--- config.mk ---
export PLATFORM = sky130hd
export DESIGN_NAME = stopwatch_core
export DESIGN_NICKNAME = d
export VERILOG_FILES = /design/src/rtl/stopwatch_core.sv
export SDC_FILE = /design/constraint.sdc
export NUM_CORES = 1
export LEC_CHECK = 0
export ABC_AREA = 1
export CAP_MARGIN = 0
export CORE_MARGIN = 3
export CORE_UTILIZATION = 40
export DETAILED_ROUTE_END_ITERATION = 8
export PLACE_DENSITY = 0.63
export SLEW_MARGIN = 40
export SYNTH_ARGS = -nofsm -noshare
export SYNTH_HDL_FRONTEND = slang
export SYNTH_SLANG_ARGS = --single-unit
--- constraint.sdc ---
create_clock -name clk -period 6.59 [get_ports clk]
set_input_delay 1.318 -clock clk [delete_from_list [all_inputs] [get_ports clk]]
set_output_delay 1.318 -clock clk [all_outputs]
set_load 0.02 [all_outputs]
--- src/rtl/stopwatch_core.sv ---
// Centisecond stopwatch: prescaled tick drives a centisec/sec counter pair under a
// ZERO/RUN/PAUSE FSM. The output count is sec*100+centisec, registered one clock behind.
module stopwatch_core #(
  parameter int CLK_HZ  = 100_000_000,
  parameter int TICK_HZ = 100,
  parameter int MAX_SEC = 99
) (
  input  logic        clk,
  input  logic        reset,
  input  logic        run_stop,
  input  logic        clear,
  output logic [13:0] stopwatch_count,
  output logic        running,
  output logic        wrap,
  output logic        tick_10ms
);

  localparam int            DIV  = CLK_HZ / TICK_HZ;
  localparam int            PW   = (DIV > 1) ? $clog2(DIV) : 1;
  localparam logic [PW-1:0] TERM = PW'(DIV - 1);
  localparam logic [6:0]    SMAX = 7'(MAX_SEC);

  typedef enum logic [1:0] {ZERO, RUN, PAUSE} state_e;

  state_e        state_q, state_d;
  logic [PW-1:0] presc_q, presc_d;
  logic [6:0]    centi_q, centi_d;
  logic [6:0]    sec_q, sec_d;
  logic [13:0]   count_q;
  logic          running_q, wrap_q, tick_q;
  logic          wrap_d, tick_d;
  logic          tick, carry;

  always_comb begin
    state_d = state_q;
    presc_d = presc_q;
    centi_d = centi_q;
    sec_d   = sec_q;
    wrap_d  = 1'b0;
    tick_d  = 1'b0;
    // Tick is gated by the current state, so a tick landing on the cycle
    // run_stop drops is still counted.
    tick    = (state_q == RUN) && (presc_q == TERM);
    carry   = tick && (centi_q == 7'd99);

    case (state_q)
      ZERO:    if (run_stop)  state_d = RUN;
      RUN:     if (!run_stop) state_d = PAUSE;
      PAUSE:   if (run_stop)  state_d = RUN;
      default: state_d = ZERO;
    endcase

    if (state_q == RUN) presc_d = tick ? '0 : presc_q + 1'b1;

    if (tick) begin
      tick_d  = 1'b1;
      centi_d = (centi_q == 7'd99) ? 7'd0 : centi_q + 7'd1;
      if (carry) begin
        sec_d  = (sec_q == SMAX) ? 7'd0 : sec_q + 7'd1;
        wrap_d = (sec_q == SMAX);
      end
    end

    // Clear beats a coincident tick; the run level alone picks RUN or ZERO.
    if (clear) begin
      presc_d = '0;
      centi_d = 7'd0;
      sec_d   = 7'd0;
      tick_d  = 1'b0;
      wrap_d  = 1'b0;
      state_d = run_stop ? RUN : ZERO;
    end
  end

  always_ff @(posedge clk or negedge reset) begin
    if (!reset) begin
      state_q   <= ZERO;
      presc_q   <= '0;
      centi_q   <= 7'd0;
      sec_q     <= 7'd0;
      count_q   <= 14'd0;
      running_q <= 1'b0;
      wrap_q    <= 1'b0;
      tick_q    <= 1'b0;
    end else begin
      state_q   <= state_d;
      presc_q   <= presc_d;
      centi_q   <= centi_d;
      sec_q     <= sec_d;
      count_q   <= {7'd0, sec_q} * 14'd100 + {7'd0, centi_q};
      running_q <= (state_d == RUN);
      wrap_q    <= wrap_d;
      tick_q    <= tick_d;
    end
  end

  assign stopwatch_count = count_q;
  assign running         = running_q;
  assign wrap            = wrap_q;
  assign tick_10ms       = tick_q;

endmodule

# Yosys cells after proc, flatten, opt, wreduce, memory -nomap -nowiden
# Index checks and enable logic that the tools add are counted.
# totals
register_bits,53
output_inout_bits,17
# op_classes
n_addsub,4
n_mul,1
n_eq_ne,6
muxes,20
n_reduce_logical,8
# ops
cell,n
2-to-1 mux 20 bit,3
2-to-1 mux 7 bit,7
adder 20 x 1 -> 20 bit (second input constant),1
equality test 20 bit (second input constant),1
adder 14 x 7 -> 14 bit,1
adder 7 x 1 -> 7 bit (second input constant),2
equality test 7 bit (second input constant),2
multiplier 7 x 5 -> 12 bit (second input constant),1
2-to-1 mux 1 bit,6
2-to-1 mux 2 bit,3
nonzero test 2 bit,3
equality test 2 x 1 -> 1 bit (second input constant),2
one-hot mux 2 bit (2 select lines),1
equality test 2 bit (second input constant),1
logical AND 1 bit,2
zero test 2 bit,1
AND reduction 2 bit,1
OR reduction 2 bit,1

# Depth between registers and ports, before layout
# Gate-level depths: netlist of run 1.
# depth
word_depth,6
ltp_mapped,15

# Least setup slack after synthesis of run 1
# No wires, ideal clock.
# synth_timing
kind,register to register
start,reg sec_q[2]
end,reg count_q[13] (netlist: stopwatch_count[13])
setup_ns,0.116
arrival_ns,2.598
setup_slack_ns,3.876
path_stages_with_launch,14
n_path_buf,0
cell_sequence,dfrtp_1 > inv_1 > ha_1 > ha_1 > fa_1 > ha_1 > a21oi_1 > nand3_1 > nand2_1 > nand2_1 > nor2_1 > nand3_1 > nand2_1 > nand2_1
# synth_between
elab_chain_cells,2
# synth_lines
element,line,rtl
from (decl),28,"logic [6:0] sec_q, sec_d;"
from (signal assigned),80,sec_q <= 7'd0;
from (signal assigned),89,sec_q <= sec_d;
multiplier 7 x 5 -> 12 bit,90,"count_q <= {7'd0, sec_q} * 14'd100 + {7'd0, centi_q};"
adder 14 x 7 -> 14 bit,90,
to (signal assigned),90,
to (decl),29,logic [13:0] count_q;
# No other way between the ends.
# A chain may end at the register's enable or synchronous reset.

# Worst setup path after layout of run 1
# layout_timing
start,reg sec_q[3]
end,reg count_q[13] (netlist: stopwatch_count[13])
# The elaborated chain is that of the path after synthesis.

==> run metrics, run 1 <==
flops & latches, synth=53; vias per cell=4.90; area leader, netlist=dfrtp_1; Async SR Flop Fraction=1.00; Fin Clk Skew=0.0126 ns; top-area cell type share of the netlist area=0.377; vias in the first global route=2702; Worst slew margin=0.559; Slew @ Worst Pin=0.662 ns; sequential area share after synthesis=0.377; DP Cell Count=562; critical path data arrival time=3.20 ns; final worst path period share=0.455; largest net degree at the start of global routing=54; slowest cell delay on critical path=0.48 ns; Post-CTS Hold Fix Bufs=0; Crit path top cell by count=nand2_1; DRC errors left=0; Inserted Clock Buffers=5; syn_nets=480; starting density of the core=0.420; fin nets=505; setup TNS=0 ns; CP Cell Sequence=inv_1 > ha_1 > ha_1 > fa_1 > ha_1 > inv_1 > nand2_1 > nand3_1 > nand2_1 > nand2_1 > nor2_1 > nand3_1 > nand2_1 > nand2_1; Gate Count Post-Synth=439; Highest Clock Rate=333 MHz; Longest Clk Path Bufs=2; switching power of the nets=190 uW; wire per inst=12.0 um; Detailed Place HPWL=5.27 mm; status=finished, final reports clean; Syn Area/Cell=8.01 um2; Tmin final=3.00 ns; Non-Filler Instances=570; type of origin of the critical path=register; Sw Share=0.269; Hold WC Path Type=register to register; initial antenna violation count=0; worst setup path class=register to register; clock-pin slew on the worst setup and hold paths=0.10 ns; share of cells above drive strength 1=0.0817; Final Hold Fails=0; drt first pass iters=4; number of flops mapped to enable cells by yosys=0; static leakage=0.00203 uW; area of the core=0.00838 mm2; combinational share of power=0.169; total I/O pin count=21; grt ovf=0; Clock Latency Late Sink=0.31 ns; CTS tree=yes; PD cells=179 mW/mm2; critical path endpoint category=register; Worst Path Buf+Inv=2; Slew Viols, Final=0; Post-CTS Setup Bufs=0; GP Congestion=0.916; sequential share of power=0.505; Final ANT Viol Nets=0; Resize count post-CTS=0; first-pass GRT wire length=12.1 mm; internal power=516 uW; Post-Route WL=6.86 mm; Clock power frac=0.326; Top delay family on crit path=adder cells; critical path required time=6.79 ns; RSZ-0062 raised after global routing=false; drt initial violations=160; H-Tree Depth=2; num rows=33; Max-Cap Viols=0; # clock sinks=53; Yosys cell types=36; Die Width=99.8 um; CP max FO=6; via count=2793; Synth Warn #=0; Die Y=99.8 um; synthesis-to-layout area growth=12.1%; Synth area leaders=dfrtp_1, ha_1, nand2_1, nand3_1, inv_1; synthesized area=0.00352 mm2; port buffer count=20; Max VDD drop=99.1 uV; Final setup viols=0; ANT cells=0; slowest stage cell, crit path=dfrtp_1; All-Layer GR Usage=0.147; Die ar.=0.00995 mm2; Root Buffer=clkbuf_8; Primary FF master, synth=dfrtp_1
## per-stage QoR
stage	total power [uW]	worst slack (ns)	utilization	instance area, um2	hold slack [ns]
after floorplan	439	3.88	-	3520	0.417
after global routing	746	3.32	0.471	3940	0.500
after global placement	481	3.60	0.457	3830	0.440
after detailed placement	485	3.57	0.457	3830	0.449
final	706	3.59	0.471	3940	0.467
after CTS	717	3.58	0.471	3940	0.471
## area by class of cell
| cell class | instances | area [um2] |
|---|---|---|
| Clock buffer | 7 | 86.3 |
| Clock inverter | 1 | 30.0 |
| Fill cell | 842 | 4440 |
| Inverter | 56 | 210 |
| Multi-Input combinational cell | 327 | 1960 |
| Sequential cell | 53 | 1330 |
| Tap cell | 105 | 131 |
| Timing Repair Buffer | 21 | 203 |
## Yosys cell counts, types with 2 or more instances
master / n
a21oi_1: 11
nand2_2: 3
inv_2: 6
nor2_4: 3
nor2_2: 2
o21ai_2: 7
nand4_1: 8
xnor2_1: 6
inv_1: 50
nand3_1: 42
o21ai_1: 3
nand3b_1: 2
dfrtp_1: 53
nand2_1: 112
o21a_1: 2
nor2_1: 46
nand2_4: 2
o21ai_0: 7
fa_1: 3
or2_2: 2
nor3_1: 4
ha_1: 34
xor2_1: 18
## routing by layer
layer	up-vias	routed length (um)	part of all wire	track usage
met1	1293	3540	0.52	0.205
li1	1464	-	-	-
met2	28	3060	0.45	0.242
met3	8	183	0.027	0.0222
met5	-	0	0	0
met4	0	80	0.012	0.0357
## layout by cell type (no fill, tap or decap), types with 7 or more instances in the layout
master / count
ha_1: 34
o21ai_2: 7
clkdlybuf4s50_1: 19
o21ai_0: 7
a21oi_1: 11
inv_1: 50
xor2_1: 18
dfrtp_1: 53
nand2_1: 112
nand4_1: 8
nand3_1: 42
nor2_1: 46
## worst paths after layout
kind                       startpoint                   to  slack [ns]  cells past startpoint
max                          sec_q[3]  stopwatch_count[13]        3.59                     14
min                        centi_q[1]   stopwatch_count[1]        0.47                      0
max reg2reg                  sec_q[3]  stopwatch_count[13]        3.59                     14
min reg2reg                centi_q[1]   stopwatch_count[1]        0.47                      0
max in group asynchronous       reset              running        5.03                      2
min in group asynchronous       reset                 wrap        1.12                      2
## power groups by stage
stage	Sequential, uW	Clock (uW)	Combinational (uW)
after detailed placement	363	0	121
after global placement	363	0	118
after floorplan	374	0	64.4
after global routing	360	249	136
after CTS	357	238	122
final	357	230	119
## kinds of logic after synthesis
| group | Yosys count | synth area share |
|---|---|---|
| DFF | 53 | 0.377 |
| xor gates and xnor gates | 24 | 0.0598 |
| and+or+nand+nor | 232 | 0.299 |
| AOI/OAI and AO/OA | 34 | 0.0594 |
| buffers and inverters | 59 | 0.0665 |
| adders and majority gates | 37 | 0.138 |
## worst register-to-register path, cell delays in order (launching register included)
cell and delay [ns]:
dfrtp_1 0.48, inv_1 0.10, ha_1 0.29, ha_1 0.31
fa_1 0.47, ha_1 0.37, inv_1 0.08, nand2_1 0.14
nand3_1 0.10, nand2_1 0.12, nand2_1 0.06, nor2_1 0.18
nand3_1 0.10, nand2_1 0.06, nand2_1 0.04
## state kept, by name, summed over array words and instances, names as in the netlist
register and flops:
stopwatch_count 14, presc_q 20, state_q 2, wrap 1
tick_10ms 1, sec_q 7, centi_q 7, running 1
Note: power is estimated with default switching activity, not from simulation.
==> run 2, diff against run 1 <==
Clock period 6.59 ns to 3 ns, I/O delays scaled along.
==> run 2 against run 1 <==
Via count grew 1.4%; die area did not move; critical endpoint is now stopwatch_count[12]; hold slack worse by 0.30 ns; cell count grew 1.1%; sequential share of layout area is 0.67 points lower; maximum frequency up 8.7%; non-clock buffer count grew 6; critical path depth is the same; total power grew 120%.
==> run metrics, run 2 (synthesized netlist as in run 1, its figures left out) <==
vias per cell=4.92 (was 4.90); drt first pass iters=6 (was 4); Post-Route WL=7.11 mm (was 6.86 mm); drt initial violations=88 (was 160); critical path required time=3.20 ns (was 6.79 ns); RSZ-0062 raised after global routing=false (unchanged); Slew Viols, Final=0 (unchanged); CTS tree=yes (unchanged); via count=2832 (was 2793); setup TNS=0 ns (unchanged); final worst path period share=0.920 (was 0.455); final total power=1560 uW (was 706 uW); DRC errors left=0 (unchanged); first-pass GRT wire length=12.6 mm (was 12.1 mm); grt ovf=0 (unchanged); Slew @ Worst Pin=0.432 ns (was 0.662 ns); Max VDD drop=157 uV (was 99.1 uV); Inserted Clock Buffers=5 (unchanged); type of origin of the critical path=register (unchanged); status=finished, final reports clean (unchanged); initial antenna violation count=0 (unchanged); Post-CTS Setup Bufs=0 (unchanged); Top delay family on crit path=adder cells (unchanged); Final setup viols=0 (unchanged); Crit path top cell by count=nand2_1 (unchanged); worst setup path class=register to register (unchanged); wire per inst=12.3 um (was 12.0 um); Max-Cap Viols=0 (unchanged); Final ANT Viol Nets=0 (unchanged); ANT cells=0 (unchanged); Root Buffer=clkbuf_8 (unchanged); Clock Latency Late Sink=0.31 ns (about the same); starting density of the core=0.420 (unchanged); synthesis-to-layout area growth=14.4% (was 12.1%); CP max FO=5 (was 6); commonest non-fill, non-tap cell in the layout=nand2_1 (unchanged); commonest cells after routing, fill and taps aside=nand2_1, dfrtp_1, inv_1 (unchanged); largest net degree at the start of global routing=22 (was 54); Post-DP Area=0.00387 mm2 (was 0.00383 mm2); # clock sinks=53 (unchanged); total I/O pin count=21 (unchanged); Die Y=99.8 um (unchanged); Hold WC Path Type=primary input to asynchronous set/reset pin (was register to register); slowest stage cell, crit path=fa_1 (was dfrtp_1); Highest Clock Rate=362 MHz (was 333 MHz); Die Width=99.8 um (unchanged); vias in the first global route=2780 (was 2702); Worst Path Buf+Inv=2 (unchanged); Tmin final=2.76 ns (was 3.00 ns); clock-pin slew on the worst setup and hold paths=0.09 ns (was 0.10 ns); share of cells above drive strength 1=0.110 (was 0.0817); Fin Clk Skew=0.0128 ns (was 0.0126 ns); GP Congestion=0.869 (was 0.916); Detailed Place HPWL=5.52 mm (was 5.27 mm); slowest cell delay on critical path=0.49 ns (was 0.48 ns); area of the core=0.00838 mm2 (unchanged); H-Tree Depth=2 (unchanged); Design Area, Final=0.00402 mm2 (was 0.00394 mm2); Biggest register=presc_q (unchanged); static leakage=0.00206 uW (was 0.00203 uW); All-Layer GR Usage=0.154 (was 0.147); PD cells=388 mW/mm2 (was 179 mW/mm2); Longest Clk Path Bufs=2 (unchanged); CP Cell Sequence=inv_1 > ha_1 > ha_1 > fa_1 > ha_4 > inv_1 > nand2_1 > nand2_1 > nor2_2 > nand3_1 > nor2_2 > nand3_1 > nand2_1 > nand2_1 (was inv_1 > ha_1 > ha_1 > fa_1 > ha_1 > inv_1 > nand2_1 > nand3_1 > nand2_1 > nand2_1 > nor2_1 > nand3_1 > nand2_1 > nand2_1); critical path data arrival time=2.96 ns (was 3.20 ns); Die ar.=0.00995 mm2 (unchanged); fin nets=511 (was 505); Final Hold Fails=0 (unchanged); fillers=847 (was 842); Worst slew margin=0.711 (was 0.559); num rows=33 (unchanged); critical path endpoint category=register (unchanged); port buffer count=20 (unchanged); max reg flops=20 (unchanged)
run 2: final cells by class:
class | count | area [um2] | share of cell area
sequential | 53 | 1330 | 0.330
tap | 105 | 131 | 0.0326
clock buffer | 7 | 86.3 | 0.0215
clock inverter | 1 | 30.0 | 0.00746
multi-input combinational | 327 | 1990 | 0.495
timing repair buffer | 27 | 248 | 0.0616
inverter | 56 | 210 | 0.0522
run 2: per-layer routing:
layer  share of wire  routed length, um  GRT usage
met1            0.49               3500      0.214
met2            0.46               3300      0.250
met3           0.028                199     0.0229
met4           0.015                109     0.0431
met5               0                  0          0
run 2: worst reg2reg max path: stages (launching register included):
cell and delay [ns]:
dfrtp_1 0.41, inv_1 0.06, ha_1 0.29, ha_1 0.30, fa_1 0.49, ha_4 0.31
inv_1 0.05, nand2_1 0.06, nand2_1 0.09, nor2_2 0.13, nand3_1 0.10, nor2_2 0.17
nand3_1 0.10, nand2_1 0.07, nand2_1 0.05
run 2: repair_timing:
action	in CTS	in global routing
endpoints found under the setup margin	0	4
hold buffers	0	0
gates resized for setup	0	9
run 2: report_power, final:
part	internal [uW]	leakage, uW	switching (uW)	total (uW)
combinational	115	0.00127	164	278
clock	272	0.0000585	231	504
sequential	755	0.000723	24.1	779
total	1140	0.00206	419	1560
run 2: final timing paths:
kind | to | cells past startpoint | slack [ns] | startpoint
setup / recovery | stopwatch_count[12] | 14 | 0.24 | sec_q[2]
max in group asynchronous | presc_q[1] | 2 | 2.24 | reset
min in group clk | stopwatch_count[1] | 0 | 0.47 | centi_q[1]
setup reg to reg | stopwatch_count[12] | 14 | 0.24 | sec_q[2]
hold reg to reg | stopwatch_count[1] | 0 | 0.47 | centi_q[1]
hold / removal | stopwatch_count[3] | 1 | 0.17 | reset
run 2: per-stage QoR:
step	util	cells	setup slack, ns	hold slack, ns
after floorplan	-	439	0.286	0.304
after global placement	0.462	568	0.226	0.438
after detailed placement	0.462	568	0.170	0.443
after CTS	0.476	576	0.157	0.177
after global routing	0.480	576	0.00991	0.179
final	0.480	576	0.240	0.169
==> run 3, diff against run 2 <==
Settings changed: CTS_CLUSTER_DIAMETER set to 30.
==> results of run 3 <==
No change in the layout: final DEF, timing and power equal those of run 2.
